## config.mk

```make
export PLATFORM = sky130hd
export DESIGN_NAME = fir_channel_arbiter
export DESIGN_NICKNAME = d
export VERILOG_FILES = /design/src/rtl/fir_channel_arbiter_pkg.sv /design/src/rtl/fir_channel_arbiter_rr_grant.sv /design/src/rtl/fir_channel_arbiter.sv
export SDC_FILE = /design/constraint.sdc
export NUM_CORES = 1
export LEC_CHECK = 0
export CAP_MARGIN = 20
export CORE_MARGIN = 5
export CORE_UTILIZATION = 39
export CTS_CLUSTER_SIZE = 16
export DETAILED_ROUTE_END_ITERATION = 10
export HOLD_SLACK_MARGIN = 0.05
export PLACE_DENSITY = 0.73
export SLEW_MARGIN = 20
export SYNTH_ARGS = -nofsm -noshare
export SYNTH_HDL_FRONTEND = slang
export SYNTH_HIERARCHICAL = 1
export SYNTH_SLANG_ARGS = --single-unit
```

## constraint.sdc

```tcl
create_clock -name i_clk -period 2.6 [get_ports i_clk]
set_clock_uncertainty 0.1 [all_clocks]
set_input_delay 0.52 -clock i_clk [delete_from_list [all_inputs] [get_ports i_clk]]
set_output_delay 0.52 -clock i_clk [all_outputs]
set_load 0.1 [all_outputs]
```

## src/rtl/fir_channel_arbiter_pkg.sv

```systemverilog
// fir_pkg: shared constants and FSM state type for the FIR channel arbiter.
package fir_pkg;

  localparam int SAMPLE_W        = 8;
  localparam int DEF_WDOG_CYCLES = 64;

  typedef enum logic [1:0] {
    IDLE,
    ISSUE,
    WAIT,
    DRAIN
  } state_t;

endpackage

```

## src/rtl/fir_channel_arbiter_rr_grant.sv

```systemverilog
// rr_grant: combinational round-robin picker; scans ptr+1, ptr+2, ... with wrap
// and returns a one-hot grant plus the encoded index of the winner.
module rr_grant #(
  parameter int N     = 4,
  parameter int IDX_W = 2
) (
  input  logic [N-1:0]     i_req,
  input  logic [IDX_W-1:0] i_ptr,
  output logic [N-1:0]     o_grant,
  output logic [IDX_W-1:0] o_idx,
  output logic             o_any
);

  always_comb begin
    logic [IDX_W-1:0] w_cand;
    o_grant = '0;
    o_idx   = '0;
    o_any   = 1'b0;
    w_cand  = '0;
    for (int k = 1; k <= N; k++) begin
      w_cand = IDX_W'((int'(i_ptr) + k) % N);
      if (!o_any && i_req[w_cand]) begin
        o_grant[w_cand] = 1'b1;
        o_idx           = w_cand;
        o_any           = 1'b1;
      end
    end
  end

endmodule

```

## src/rtl/fir_channel_arbiter.sv

```systemverilog
// fir_channel_arbiter: round-robin scheduler time-sharing one FIR MAC engine among NUM_CH channels.
// Optional engine-timeout watchdog is enabled by defining FIR_ARB_WATCHDOG_EN.
module fir_channel_arbiter
  import fir_pkg::*;
#(
  parameter int NUM_CH      = 4,
  parameter int CH_W        = 2,
  parameter int WDOG_CYCLES = DEF_WDOG_CYCLES
) (
  input  logic                       i_clk,
  input  logic                       i_rst_n,
  input  logic [NUM_CH-1:0]          i_ch_valid,
  input  logic [NUM_CH*SAMPLE_W-1:0] i_ch_data,
  output logic [NUM_CH-1:0]          o_ch_ready,
  output logic                       o_eng_start,
  output logic [SAMPLE_W-1:0]        o_eng_sample,
  output logic [CH_W-1:0]            o_eng_ch,
  input  logic                       i_eng_done,
  input  logic [SAMPLE_W-1:0]        i_eng_result,
  output logic                       o_out_valid,
  output logic [SAMPLE_W-1:0]        o_out_data,
  output logic [CH_W-1:0]            o_out_ch,
  input  logic                       i_out_ready,
  output logic                       o_err
);

  state_t                r_state;
  logic [CH_W-1:0]       r_ptr;
  logic                  r_eng_start;
  logic [SAMPLE_W-1:0]   r_eng_sample;
  logic [CH_W-1:0]       r_eng_ch;
  logic                  r_out_valid;
  logic [SAMPLE_W-1:0]   r_out_data;
  logic [CH_W-1:0]       r_out_ch;

  logic [NUM_CH-1:0]     w_grant;
  logic [CH_W-1:0]       w_idx;
  logic                  w_any;
  logic [SAMPLE_W-1:0]   w_sample;

`ifdef FIR_ARB_WATCHDOG_EN
  localparam int WD_W = $clog2(WDOG_CYCLES) + 1;
  logic [WD_W-1:0]       r_wdog;
  logic                  r_err;
  assign o_err = r_err;
`else
  assign o_err = 1'b0;
`endif

  rr_grant #(
    .N    (NUM_CH),
    .IDX_W(CH_W)
  ) u_rr_grant (
    .i_req  (i_ch_valid),
    .i_ptr  (r_ptr),
    .o_grant(w_grant),
    .o_idx  (w_idx),
    .o_any  (w_any)
  );

  // Ready is only offered in IDLE, and is forced low while reset is held.
  assign o_ch_ready = (r_state == IDLE && i_rst_n) ? w_grant : '0;

  always_comb begin
    w_sample = '0;
    for (int k = 0; k < NUM_CH; k++) begin
      if (w_idx == CH_W'(k)) begin
        w_sample = i_ch_data[k*SAMPLE_W +: SAMPLE_W];
      end
    end
  end

  always_ff @(posedge i_clk or negedge i_rst_n) begin
    if (!i_rst_n) begin
      r_state      <= IDLE;
      r_ptr        <= CH_W'(NUM_CH - 1);
      r_eng_start  <= 1'b0;
      r_eng_sample <= '0;
      r_eng_ch     <= '0;
      r_out_valid  <= 1'b0;
      r_out_data   <= '0;
      r_out_ch     <= '0;
`ifdef FIR_ARB_WATCHDOG_EN
      r_wdog       <= '0;
      r_err        <= 1'b0;
`endif
    end else begin
      unique case (r_state)
        IDLE: begin
          if (w_any) begin
            r_eng_sample <= w_sample;
            r_eng_ch     <= w_idx;
            r_ptr        <= w_idx;
            r_eng_start  <= 1'b1;
            r_state      <= ISSUE;
          end
        end
        ISSUE: begin
          r_eng_start <= 1'b0;
          r_state     <= WAIT;
`ifdef FIR_ARB_WATCHDOG_EN
          r_wdog      <= '0;
`endif
        end
        WAIT: begin
          if (i_eng_done) begin
            r_out_data  <= i_eng_result;
            r_out_ch    <= r_eng_ch;
            r_out_valid <= 1'b1;
            r_state     <= DRAIN;
          end
`ifdef FIR_ARB_WATCHDOG_EN
          // A stuck engine abandons the sample; ptr already points past it.
          else if (r_wdog == WD_W'(WDOG_CYCLES - 1)) begin
            r_err   <= 1'b1;
            r_state <= IDLE;
          end else begin
            r_wdog <= r_wdog + 1'b1;
          end
`endif
        end
        DRAIN: begin
          if (i_out_ready) begin
            r_out_valid <= 1'b0;
            r_state     <= IDLE;
          end
        end
        default: r_state <= IDLE;
      endcase
    end
  end

  assign o_eng_start  = r_eng_start;
  assign o_eng_sample = r_eng_sample;
  assign o_eng_ch     = r_eng_ch;
  assign o_out_valid  = r_out_valid;
  assign o_out_data   = r_out_data;
  assign o_out_ch     = r_out_ch;

endmodule

```

==> results.ini, run 1 <==
[synth]
synth_top_area_cell = dfrtp_1
synth_edf_count = 0
yosysSeqAreaShare_pct = 35.0
syn_nets = 239
async_flop_share_pct = 100
synth.distinct_cells = 47
avgSynthCellArea_um2 = 10.5
synth_top_area_share_pct = 32.2
synth_area_leaders = dfrtp_1 (32%), mux2i_1 (11%), ha_1 (8.7%)
syn_inst = 178
ys_warn_count = 6
synth_seq_cells = 26
syn_area_mm2 = 0.00187
ys.flop_type = dfrtp_1

[critical_path]
critPathTopFamily = flip-flops
startpoint_type = flop
crit_fanout = 6
worst-path-buf-inv = 1
slowest_stage = dfstp_2
arrival_ps = 2360
crit_type = reg -> out
critPathRequiredTime_ps = 1980
worst_setup_path_end_kind = output port
cp_slowest_stage_delay_ps = 620
cp_cell_sequence = mux4_2 -> a211oi_4 -> a221o_1 -> and3_4 -> buf_12

[cts]
ctsHoldBuffers = 0
clock_sinks = 26
clk_latency_ps = 270
cts_buffers = 3
clk_path_buf_depth = 2
root_buffer = clkbuf_8
clock_tree.htree_level_count = 1
cts_tree = yes
clk_pin_slew_worst_paths_ps = 100

[cells_and_area]
drive_gt1_share_pct = 33.6
antenna_cells = 0
syn_to_final_growth_pct = 59.4
final_util_pct = 63.4
finalNetCount = 342

[placed_design]
io_buffers = 73
dp_hpwl_um = 3980
gp_congestion = 0.894

[sta]
setup_tns_ps = -2070
setup_slack_ps = -383
fmax_mhz = 335
hold_viol = 0
post-route-period-util_pct = 115
period_minus_slack_ps = 2980
rsz0062_at_grt = true
setup_viol_count_final = 12
maxSlewViolCount = 0

[grt]
grt_first_pass_wirelength_um = 8310
overflow = 0
first_global_vias = 1721
grt_max_degree = 27
track_usage_pct = 16.3
antenna_found_initial = 0

[floorplan]
rows = 25
die_w_um = 79.2
core_mm2 = 0.00469
start_util_pct = 39.8
ios = 75
die_area_mm2 = 0.00627
die_h_um = 79.2

[detailed_routing]
wl_um = 5080
vias = 1722
avgViaCountPerCell = 5.16
drtAntennaViolNets = 0
wire_per_inst_um = 15.2
drc_errors = 0
drtIter0Drc = 73
drtPass1Iterations = 4

[outcome]
failed_checks = negative setup slack
outcome = complete, but fails checks

[hold_path]
hp-class = reg -> reg

[run]
drv_cap = 0

==> cell usage after synthesis, drive strengths merged, types with 2 or more instances <==
master and count:
nand3 2, o221ai 8, nand2 26, mux2 11, nor2b 2, mux2i 21, dfrtp 24, ha 13
inv 9, a21oi 4, dfstp 2, a221oi 3, a221o 4, nor2 7, a211oi 2, and3 5
a21boi 2, a21o 2, buf 10, o21ai 9
==> per-stage QoR <==
stage          hold slack, ps  cell area, um^2  worst slack, ps  cells
6_report                  398             2980             -383    334
5_1_grt                   427             2980             -482    334
4_1_cts                   404             2960             -386    333
3_5_place_dp              382             2860             -491    326
3_3_place_gp              371             2860             -435    326
2_1_floorplan             124             1910             -100    178
==> state kept, by name (all words and copies together), names as in the netlist <==
register	cells
r_state	2
o_eng_start	1
o_eng_ch	2
o_out_data	8
r_ptr	2
o_out_valid	1
o_out_ch	2
o_eng_sample	8
==> final cells by class <==
class,instances,area [um^2]
Clock buffer,3,41.3
Tap cell,54,67.6
Fill cell,384,1720
Multi-Input combinational cell,133,1130
Clock inverter,1,30.0
Sequential cell,26,653
Timing Repair Buffer,108,1010
Inverter,9,38.8
==> per-layer routing <==
metal | part of all wire (%) | GRT usage (%) | vias to the layer above
li1 | - | - | 848
met1 | 44 | 21.2 | 823
met2 | 49 | 28.2 | 49
met3 | 6.8 | 4.42 | 2
met4 | 0.16 | 1.20 | 0
met5 | 0 | 0 | -
==> cells in the final DEF, fill, tap and decap left out, types with 4 or more instances in the layout <==
| cell | Yosys | layout |
|---|---|---|
| nand2_1 | 24 | 24 |
| o21ai_1 | 6 | 6 |
| clkdlybuf4s50_1 | 0 | 44 |
| buf_12 | 0 | 7 |
| buf_4 | 5 | 54 |
| mux2_2 | 5 | 5 |
| nor2_1 | 6 | 6 |
| ha_1 | 13 | 12 |
| and3_4 | 0 | 4 |
| mux2i_1 | 20 | 18 |
| dfrtp_1 | 24 | 24 |
| o221ai_1 | 8 | 8 |
| a221o_1 | 4 | 4 |
| mux2_1 | 5 | 5 |
| inv_1 | 7 | 7 |
==> path summary, 6_finish.rpt <==
| check | from | end | slack, ps | depth (start not counted) |
|---|---|---|---|---|
| max in group asynchronous | i_rst_n | r_ptr[1] | 1380 | 2 |
| max reg2reg | r_ptr[0] | o_eng_sample[3] | -120 | 9 |
| min | o_eng_sample[7] | o_eng_sample[7] | 400 | 2 |
| min reg2reg | o_eng_sample[7] | o_eng_sample[7] | 400 | 2 |
| max | r_ptr[0] | o_ch_ready[3] | -380 | 5 |
| min in group asynchronous | i_rst_n | o_eng_sample[1] | 710 | 2 |
==> cells by family after synthesis <==
logic type	synth area share [%]
AOI/OAI and AO/OA	17.8
adders and majority gates	8.71
buffers and inverters	6.50
DFF	35.0
muxes	20.0
other	0.201
and+or+nand+nor	11.9
==> worst min-delay path, delay by kind of cell, from the launching register on <==
kind | cells | cell delay, ps
flops | 1 | 350
compound gates | 1 | 60
simple gates | 1 | 50
==> timing repair <==
action,CTS,global route
resized for setup,3,2
setup buffers,3,1
gates cloned,0,0
pin swaps,6,0
setup endpoints to repair,12,14
Power of run 1 is not shown: default switching activity piles up to over one toggle a cycle in this logic, so the estimate is an artifact.
==> run 2, diff against run 1 <==
--- a/config.mk
+++ b/config.mk
@@ -12,6 +12,7 @@
 export DETAILED_ROUTE_END_ITERATION = 10
 export HOLD_SLACK_MARGIN = 0.05
 export PLACE_DENSITY = 0.73
+export RECOVER_POWER = 25
 export SLEW_MARGIN = 20
 export SYNTH_ARGS = -nofsm -noshare
 export SYNTH_HDL_FRONTEND = slang
==> run 2 against run 1 <==
The run still ends with negative setup slack left. Setup slack got worse by 1.8 ps. Clock-buffer cell count stayed put. Routed wire length is essentially flat. Final cell count is the same. Largest cell class unchanged. Final area down 0.13%. Flip-flop and latch count is the same. Critical path depth did not move. Worst hold slack about the same. First-iteration DRC count is 6.8% lower.
==> results.ini, run 2 (synthesis results as in run 1) <==
[outcome]
outcome = complete, but fails checks
failed_checks = negative setup slack

[critical_path]
reg2reg_from = r_ptr[0]
crit_fanout = 6  ; unchanged
worst_setup_path_end_kind = output port
crit_end = o_ch_ready[3]
critPathRequiredTime_ps = 1980  ; about the same
startpoint_type = flop
worstSetupStartpoint = r_ptr[0]
regToRegSetupSlack_ps = -120  ; about the same
arrival_ps = 2370  ; about the same
regToRegEndpoint = o_eng_sample[3]
r2r_cells = 9  ; unchanged
crit_type = reg -> out

[run]
drv_cap = 0  ; unchanged

[cts]
clock_tree.htree_level_count = 1  ; unchanged
clock_sinks = 26  ; unchanged
cts_tree = yes
clk_latency_ps = 270  ; about the same
clk_pin_slew_worst_paths_ps = 100  ; about the same
clk_path_buf_depth = 2  ; unchanged
cts_buffers = 3  ; unchanged
root_buffer = clkbuf_8

[floorplan]
core_mm2 = 0.00469  ; unchanged
rows = 25  ; unchanged
start_util_pct = 39.8  ; unchanged
ios = 75  ; unchanged
die_h_um = 79.2  ; unchanged
die_area_mm2 = 0.00627  ; unchanged
die_w_um = 79.2  ; unchanged

[cells_and_area]
fillers = 386  ; +0.52%
final_util_pct = 63.3  ; -0.080 points
mostFrequentLayoutCells = buf_4 (53), clkdlybuf4s50_1 (44), nand2_1 (24), dfrtp_1 (24), mux2i_1 (18)
syn_to_final_growth_pct = 59.2
finalNetCount = 342  ; unchanged
layout_commonest_cell = buf_4
drive_gt1_share_pct = 33.2  ; -0.36 points
antenna_cells = 0  ; unchanged

[detailed_routing]
routed-wl-met2_um = 2500  ; +0.12%
wl_met1_um = 2220  ; -0.22%
drtPass1Iterations = 4  ; unchanged
wl_um = 5080  ; about the same
drtAntennaViolNets = 0  ; unchanged
wl_met3_um = 343  ; -0.58%
drc_errors = 0  ; unchanged
wire_per_inst_um = 15.2  ; about the same
avgViaCountPerCell = 5.15  ; -0.17%
maxUsedRoutingLayer = met4
vias = 1719  ; -0.17%
drtIter0Drc = 68  ; -6.8%

[grt]
track_usage_pct = 16.3  ; unchanged
grt_first_pass_wirelength_um = 8310  ; unchanged
overflow = 0  ; unchanged
antenna_found_initial = 0  ; unchanged
grt_max_degree = 27  ; unchanged
first_global_vias = 1721  ; unchanged

[sta]
setup_slack_ps = -385  ; -1.79 ps
setup_viol_count_final = 12  ; unchanged
fmax_mhz = 335  ; about the same
hold_viol = 0  ; unchanged
worst_slew_pin_slew_ps = 1400
rsz0062_at_grt = true
slew_headroom_pct = 6.85
period_minus_slack_ps = 2990  ; +1.79 ps
post-route-period-util_pct = 115  ; about the same
maxSlewViolCount = 0  ; unchanged

[hold_path]
hp-class = reg -> reg
hold_depth = 2  ; unchanged

[placed_design]
gp_congestion = 0.894  ; unchanged
io_buffers = 73  ; unchanged
dp_hpwl_um = 3980  ; unchanged

==> run 2: what timing repair did <==
item	CTS	global route
cloned	0	0
setup buffers	3	1
setup endpoints to repair	12	14
hold buffers	0	0
pin swaps	6	0
resized for setup	3	2
==> run 2: worst max-delay path, stage by stage (launching register included) <==
cell and delay (ps):
dfstp_2 620, mux4_2 620, a211oi_4 300, a221o_1 180, and3_4 190, buf_12 170
==> run 2: per-layer routing <==
| metal | global-route usage (%) | vias up |
|---|---|---|
| li1 | - | 851 |
| met1 | 21.2 | 819 |
| met2 | 28.2 | 47 |
| met3 | 4.42 | 2 |
| met4 | 1.20 | 0 |
| met5 | 0 | - |
==> run 2: stage by stage <==
stage	cell area (um^2)	setup slack [ps]	hold WS (ps)	setup TNS (ps)	cells
6_report	2970	-385	399	-2050	334
5_1_grt	2970	-482	427	-3550	334
4_1_cts	2960	-386	404	-1780	333
3_5_place_dp	2860	-491	382	-6070	326
3_3_place_gp	2860	-435	371	-5330	326
2_1_floorplan	1910	-100	124	-400	178
==> run 2: how the worst min path moves through the flow <==
stage,start,endpoint,slack [ps]
4_1_cts,o_eng_sample[7],o_eng_sample[7],400
6_report,o_eng_sample[7],o_eng_sample[7],400
2_1_floorplan,i_rst_n,o_eng_ch[0],120
3_3_place_gp,o_eng_sample[2],o_eng_sample[2],370
5_1_grt,o_eng_sample[6],o_eng_sample[6],430
3_5_place_dp,o_eng_sample[7],o_eng_sample[7],380
==> run 2: area by class of cell <==
type	instances	area [um^2]	share of cell area, %
multi-input cells	133	1130	38.1
repair buffers	108	1010	33.9
flip-flops and latches	26	653	22.0
well taps	54	67.6	2.27
clock buffers	3	41.3	1.39
inverters	9	38.8	1.31
clock inverters	1	30.0	1.01
Power of run 2 is left out for the same reason.
